[config.mk]
export PLATFORM = sky130hd
export DESIGN_NAME = fifo_read_drain
export DESIGN_NICKNAME = d
export VERILOG_FILES = /design/src/rtl/fifo_read_drain.sv
export SDC_FILE = /design/constraint.sdc
export NUM_CORES = 1
export LEC_CHECK = 0
export ABC_AREA = 1
export BUFFER_PORTS_ARGS = -buffer_cell sky130_fd_sc_hd__buf_2
export CELL_PAD_IN_SITES_DETAIL_PLACEMENT = 2
export CELL_PAD_IN_SITES_GLOBAL_PLACEMENT = 2
export CORE_UTILIZATION = 34
export CTS_CLUSTER_SIZE = 14
export DETAILED_ROUTE_END_ITERATION = 8
export HOLD_SLACK_MARGIN = 0.1
export PLACE_DENSITY = 0.89
export SLEW_MARGIN = 20
export SYNTH_ARGS = -nofsm -noshare
export SYNTH_HDL_FRONTEND = slang
export SYNTH_SLANG_ARGS = --single-unit
export TNS_END_PERCENT = 10
[constraint.sdc]
create_clock -name Clk -period 3.61 [get_ports Clk]
set_clock_uncertainty 0.1 [all_clocks]
set_input_delay 0.361 -clock Clk [delete_from_list [all_inputs] [get_ports Clk]]
set_output_delay 0.361 -clock Clk [all_outputs]
set_load 0.005 [all_outputs]
[src/rtl/fifo_read_drain.sv]
// fifo_read_drain: FIFO read-side drain absorbing one-cycle read latency into a 2-entry skid buffer.
module fifo_read_drain #(
  parameter int DATA_WIDTH  = 32,
  parameter int COUNT_WIDTH = 16
) (
  input  logic                   Clk,
  input  logic                   Reset_n,
  input  logic                   Enable_in,
  input  logic                   Flush_in,
  input  logic                   Fifo_Empty_in,
  output logic                   Fifo_ReadEn_out,
  input  logic [DATA_WIDTH-1:0]  Fifo_Data_in,
  output logic [DATA_WIDTH-1:0]  Data_out,
  output logic                   Valid_out,
  input  logic                   Ready_in,
  output logic                   Busy_out,
  output logic [COUNT_WIDTH-1:0] Word_count_out
);
  typedef enum logic [1:0] {IDLE, RUN, FLUSH} state_t;
  state_t state, state_nxt;
  logic [1:0] occ, pending;
  logic inflight, pop, flushing;
  logic [DATA_WIDTH-1:0] head, tail;
  logic [COUNT_WIDTH-1:0] count;
  assign pending = occ + {1'b0, inflight};
  assign flushing = Flush_in || state == FLUSH;
  assign Data_out = head;
  assign Word_count_out = count;
  assign Busy_out = occ != 2'd0 || inflight || state == FLUSH;
  // A read is only issued when its word is guaranteed a skid slot on landing.
  always_comb begin
    Valid_out = occ != 2'd0 && state != FLUSH && !Flush_in;
    pop = Valid_out && Ready_in;
    Fifo_ReadEn_out = state == RUN && Enable_in && !Flush_in && !Fifo_Empty_in &&
                      (pending <= 2'd1 || (pending == 2'd2 && pop));
    state_nxt = Flush_in ? FLUSH : state == FLUSH ? (inflight ? FLUSH : IDLE) : Enable_in ? RUN : IDLE;
  end
  always_ff @(posedge Clk or negedge Reset_n) begin
    if (!Reset_n) begin
      state    <= IDLE;
      occ      <= 2'd0;
      inflight <= 1'b0;
      head     <= '0;
      tail     <= '0;
      count    <= '0;
    end else begin
      state    <= state_nxt;
      inflight <= Fifo_ReadEn_out;
      count    <= count + COUNT_WIDTH'(pop);
      if (flushing) occ <= 2'd0;
      else begin
        occ <= occ + {1'b0, inflight} - {1'b0, pop};
        if (pop && occ == 2'd2) head <= tail;
        else if (inflight && (occ == 2'd0 || (occ == 2'd1 && pop))) head <= Fifo_Data_in;
        if (inflight && occ == 2'd1 && !pop) tail <= Fifo_Data_in;
      end
    end
  end
endmodule

### After elaboration in Yosys (flattened, before gate mapping)

Index checks and enable logic that the tools add are counted.

| cells by class | value |
|---|---|
| reduce and logical (&&, ||, !) cells | 26 |
| mux-type cells | 7 |
| bitwise gates (word level) | 1 |
| magnitude comparators | 1 |
| $add $sub $neg | 3 |
| equality and inequality tests | 6 |

Operators with widths:

| kind | number |
|---|---|
| $mux W32 | 2 |
| $add A16 B1 Y16 | 1 |
| $logic_and A1 B1 Y1 | 13 |
| $mux W2 | 4 |
| $eq A2 B2 Y1 const B | 3 |
| $logic_or A1 B1 Y1 | 5 |
| $eq A2 B1 Y1 const B | 2 |
| $reduce_and A2 Y1 | 2 |
| $reduce_bool A2 Y1 | 2 |
| $logic_not A1 Y1 | 3 |
| $add A2 B1 Y2 | 1 |
| $le A2 B1 Y1 const B | 1 |
| $logic_not A2 Y1 | 1 |
| $ne A2 B2 Y1 const B | 1 |
| $sub A2 B1 Y2 | 1 |
| $mux W1 | 1 |
| $not A1 Y1 | 1 |

| storage, ports and cells | value |
|---|---|
| word-level logic and storage cells | 50 |
| output and inout bits | 51 |
| bits in registers | 85 |
| input bits | 38 |

### Depth between registers and ports, before layout

| logic depth | value |
|---|---|
| depth in word-level cells | 9 |
| depth in mapped cells | 10 |
| gate-level depth less buffers | 10 |

### Worst setup path before layout

OpenSTA, ideal clock, no wires.

| path | value |
|---|---|
| path kind | input -> register |
| from | input Ready_in |
| to | register count[10] (netlist: Word_count_out[10]) |
| stages | 9 |
| data arrival time | 1.857 ns |
| path buffers | 1 |
| path slack | 1.574 ns |
| library setup time | 0.079 ns |
| cells stage by stage | clkbuf_1 > nand4_2 > inv_1 > ha_1 > ha_1 > and3_1 > nand2_1 > nor3_1 > xor2_1 |

| between the ends | value |
|---|---|
| longest elaborated chain between the ends | 2 |

RTL lines:

| item | line | RTL |
|---|---|---|
| start, declared | 15 | `input logic Ready_in,` |
| $logic_and A1 B1 Y1 | 33 | `pop = Valid_out && Ready_in;` |
| $add A16 B1 Y16 | 49 | `count <= count + COUNT_WIDTH'(pop);` |
| end signal, assigned | 49 |  |
| end, declared | 24 | `logic [COUNT_WIDTH-1:0] count;` |

No other way between the ends.
A chain may end at the register's enable or synchronous reset.

### Worst setup path after layout

| path | value |
|---|---|
| from | register state[1] |
| to | register tail[4] |

| between the ends | value |
|---|---|
| longest elaborated chain between the ends | 7 |
| elaborated cells between the ends (all ways) | 10 |
| those cells by class | 2 x eq/ne; 1 x bitwise; 7 x reduce/logical |

RTL lines:

| item | line | RTL |
|---|---|---|
| start, declared | 20 | `state_t state, state_nxt;` |
| start signal, assigned | 47 | `state <= state_nxt;` |
| $ne A2 B2 Y1 | 32 | `Valid_out = occ != 2'd0 && state != FLUSH && !Flush_in;` |
| $logic_and A1 B1 Y1 (2 in a row) | 32 |  |
| $logic_and A1 B1 Y1 | 33 |  |
| $logic_not A1 Y1 | 55 | `if (inflight && occ == 2'd1 && !pop) tail <= Fifo_Data_in;` |
| $logic_and A1 B1 Y1 | 55 |  |
| $reduce_and A2 Y1 (no source line) * | -- |  |
| end signal, assigned | 55 |  |
| end, declared | 23 | `logic [DATA_WIDTH-1:0] head, tail;` |

Every way passes the cells marked *; elsewhere a longest branch is shown, timed or not.

==> results.md <==
- Result of the run: completed
- Critical-path maximum fanout: 46
- Number of top-level design ports: 89
- Net total in the final layout: 611
- DPL Wire Length: 8310 um
- Share of post-route cells with drive strength above 1: 0.206
- Number of routed nets with antenna violations: 0
- Initial cell density of the core: 0.350
- Largest net degree at the start of global routing: 86
- Clock sink total: 85
- Total of flip-flops plus latches after synthesis: 85
- Routed wire length: 12500 um
- Slowest-stage cell, CP: sky130_fd_sc_hd__nand3_2
- Yosys warnings: 0
- Cell area after placement: 4570 um2
- Critical Path Sink Type: flop
- Cell Rows: 39
- Remaining Overflow, GRT: 0
- CP cell instances: nand2_1 > nand2_1 > nor2_1 > nand3_2 > buf_4 > o21ai_0
- Switching power: 0.480 mW
- Unrepaired setup endpoints after global routing: no
- Clock slew at reported path FFs: 0.06 ns
- Final setup violation count: 0
- Hold Crit Class: in2reg
- Residual DRC: 0
- CP startpoint kind: flop
- Final instance area: 4870 um2
- Floorplan die height: 111 um
- Max-capacitance violation count: 0
- Worst EP required: 3.77 ns
- Post-detailed-route wirelength per cell: 17.4 um
- Wire length of the first global-routing pass: 21100 um
- Average footprint of a synthesized cell: 8.24 um2
- Delay contributed by the slowest stage of the critical path: 0.72 ns
- Overall routing resource usage: 0.218
- Critical Setup Path Class: reg2reg
- Minimum clock period after layout: 2.63 ns
- Ant diodes: 0
- Initial antenna violation count: 0
- Vias: 3697
- Placer's final routability congestion estimate: 0.734
- Post CTS Setup Buffer Count: 0
- Switching power share of the total: 0.239
- Cell Pwr Density: 414 nW/um2
- Pwr Total: 2.01 mW
- Number of endpoints with negative hold slack in the final report: 0
- Number of pins exceeding their max-slew limit in the final report: 0
- Share of total power in the clock network: 0.436
- Count of input and output buffers: 88
- Area growth from synthesis to layout: 21.4%
- Worst-case register-to-register setup slack: 0.98 ns
- Normalized max-slew margin: 0.396
- Most frequent cells in the layout: sky130_fd_sc_hd__nand2_1 (175), sky130_fd_sc_hd__buf_2 (87), sky130_fd_sc_hd__dfrtp_1 (85)
- Synthesized Nets: 530
- Insertion delay of the later-clocked pin in the worst-skew pair: 0.34 ns
- Number of distinct library cell variants in the gate-level netlist after synthesis: 22
- Max Root-Sink Buffers: 2
- Static leakage: 2.85 nW
- DRC violation total after the first TritonRoute iteration: 119
- Sequential cell area in the final layout: 2130 um2
- Via count of the first global-routing pass: 4034
- Synth Cell Area: 4010 um2
- Critical Path Most Common Cell: sky130_fd_sc_hd__nand2_1
- Critical Path AT: 2.78 ns
- Share of the yosys chip area belonging to registers: 0.530
- Cells after Synth: 487
- Placeable core region: 11500 um2
- Deepest level of the CTS H-tree: 3
- Most common cell after layout, fill and taps aside: sky130_fd_sc_hd__nand2_1
- Die extent in x: 111 um
- Internal power summed over all cells: 1.53 mW
- Portion of total power attributed to sequential cells: 0.491
- Transition at the pin with the smallest max-transition slack: 0.906 ns
- Die Area: 12200 um2
- Upper clock frequency limit: 381 MHz
- Portion of total power attributed to combinational logic: 0.072
- Util after Layout: 0.425
- CTS tree: yes
- Worst IR Drop VDD: 0.329 mV
- Multi-input combinational cell area: 1590 um2
- 1st-pass router iterations: 4
- # fillers: 1315
- Total clock buffers created by CTS: 9
- Final worst-path cycle share: 0.727
- Aggregate negative setup slack: 0 ns
- CTS root buffer: sky130_fd_sc_hd__clkbuf_16
- Via density per instance: 5.16
## power groups by stage
stage / clock network [mW] / logic, mW / registers, mW
finish: 0.879 / 0.146 / 0.989
floorplan: 0 / 0.0563 / 1.01
detailed placement: 0 / 0.145 / 1.01
global placement: 0 / 0.137 / 1.01
CTS: 0.907 / 0.148 / 0.989
global route: 0.937 / 0.166 / 0.991
## metrics by stage
step	hold WS, ns	worst slack (ns)	instances
4_1_cts	0.143	0.912	715
2_1_floorplan	-0.0346	1.57	487
6_report	0.157	0.985	716
3_3_place_gp	0.357	1.08	698
3_5_place_dp	0.369	0.943	698
5_1_grt	0.154	0.710	716
## sequential cells by signal (all words and copies together) (netlist names)
signal	cells
Word_count_out	16
tail	32
state	2
Data_out	32
inflight	1
occ	2
## critical path: cells and delay by family, from the launching register on
family                 cells  cell delay [ns]
AO/OA/AOI/OAI              1             0.19
buffers and inverters      1             0.50
flip-flops                 1             0.39
AND/OR/NAND/NOR            4             1.32
## repair_timing
item | in CTS | in global routing
hold endpoints to repair | 1 | 85
hold buffers | 1 | 1
gates resized for setup | 0 | 0
## final cells by class
cell class / count / area share
Clock buffer: 15 / 0.0550
Clock inverter: 1 / 0.00103
Inverter: 47 / 0.0362
Multi-Input combinational cell: 327 / 0.326
Sequential cell: 85 / 0.437
Tap cell: 143 / 0.0368
Timing Repair Buffer: 98 / 0.108
## synth_stat cells (all sizes together)
library cell,instances,share of area
a21oi,3,0.0066
nand4,36,0.059
nand3,40,0.051
nand2,175,0.16
xnor2,4,0.0087
dfrtp,85,0.53
ha,5,0.016
inv,47,0.044
buf,15,0.019
nor2,13,0.014
xor2,12,0.026
and3,1,0.0016
clkbuf,13,0.013
o21ai,33,0.041
nor3,5,0.0062
## kinds of logic (layout without fill, tap and decap cells)
group	Yosys count	in the layout	share of synthesized area
simple gates	270	270	0.296
flops	85	85	0.530
buf+inv	75	161	0.0755
compound gates	36	36	0.0477
xor+xnor	16	16	0.0349
fa+ha+maj	5	5	0.0156
## final timing paths
check | end | depth (start not counted) | startpoint
max in group asynchronous | Data_out[26] | 2 | Reset_n
max reg2reg | tail[4] | 6 | state[1]
min | state[0] | 3 | Enable_in
min reg2reg | Word_count_out[15] | 1 | Word_count_out[15]
min in group asynchronous | Word_count_out[8] | 2 | Reset_n
max | tail[4] | 6 | state[1]
## metal layers
layer | GRT usage | share of wire | vias up
met1 | 0.270 | 0.43 | 1885
li1 | - | - | 1727
met2 | 0.376 | 0.52 | 74
met3 | 0.0593 | 0.044 | 11
met5 | 0 | 0 | -
met4 | 0.0516 | 0.011 | 0
Note: power is estimated with default switching activity, not from simulation.
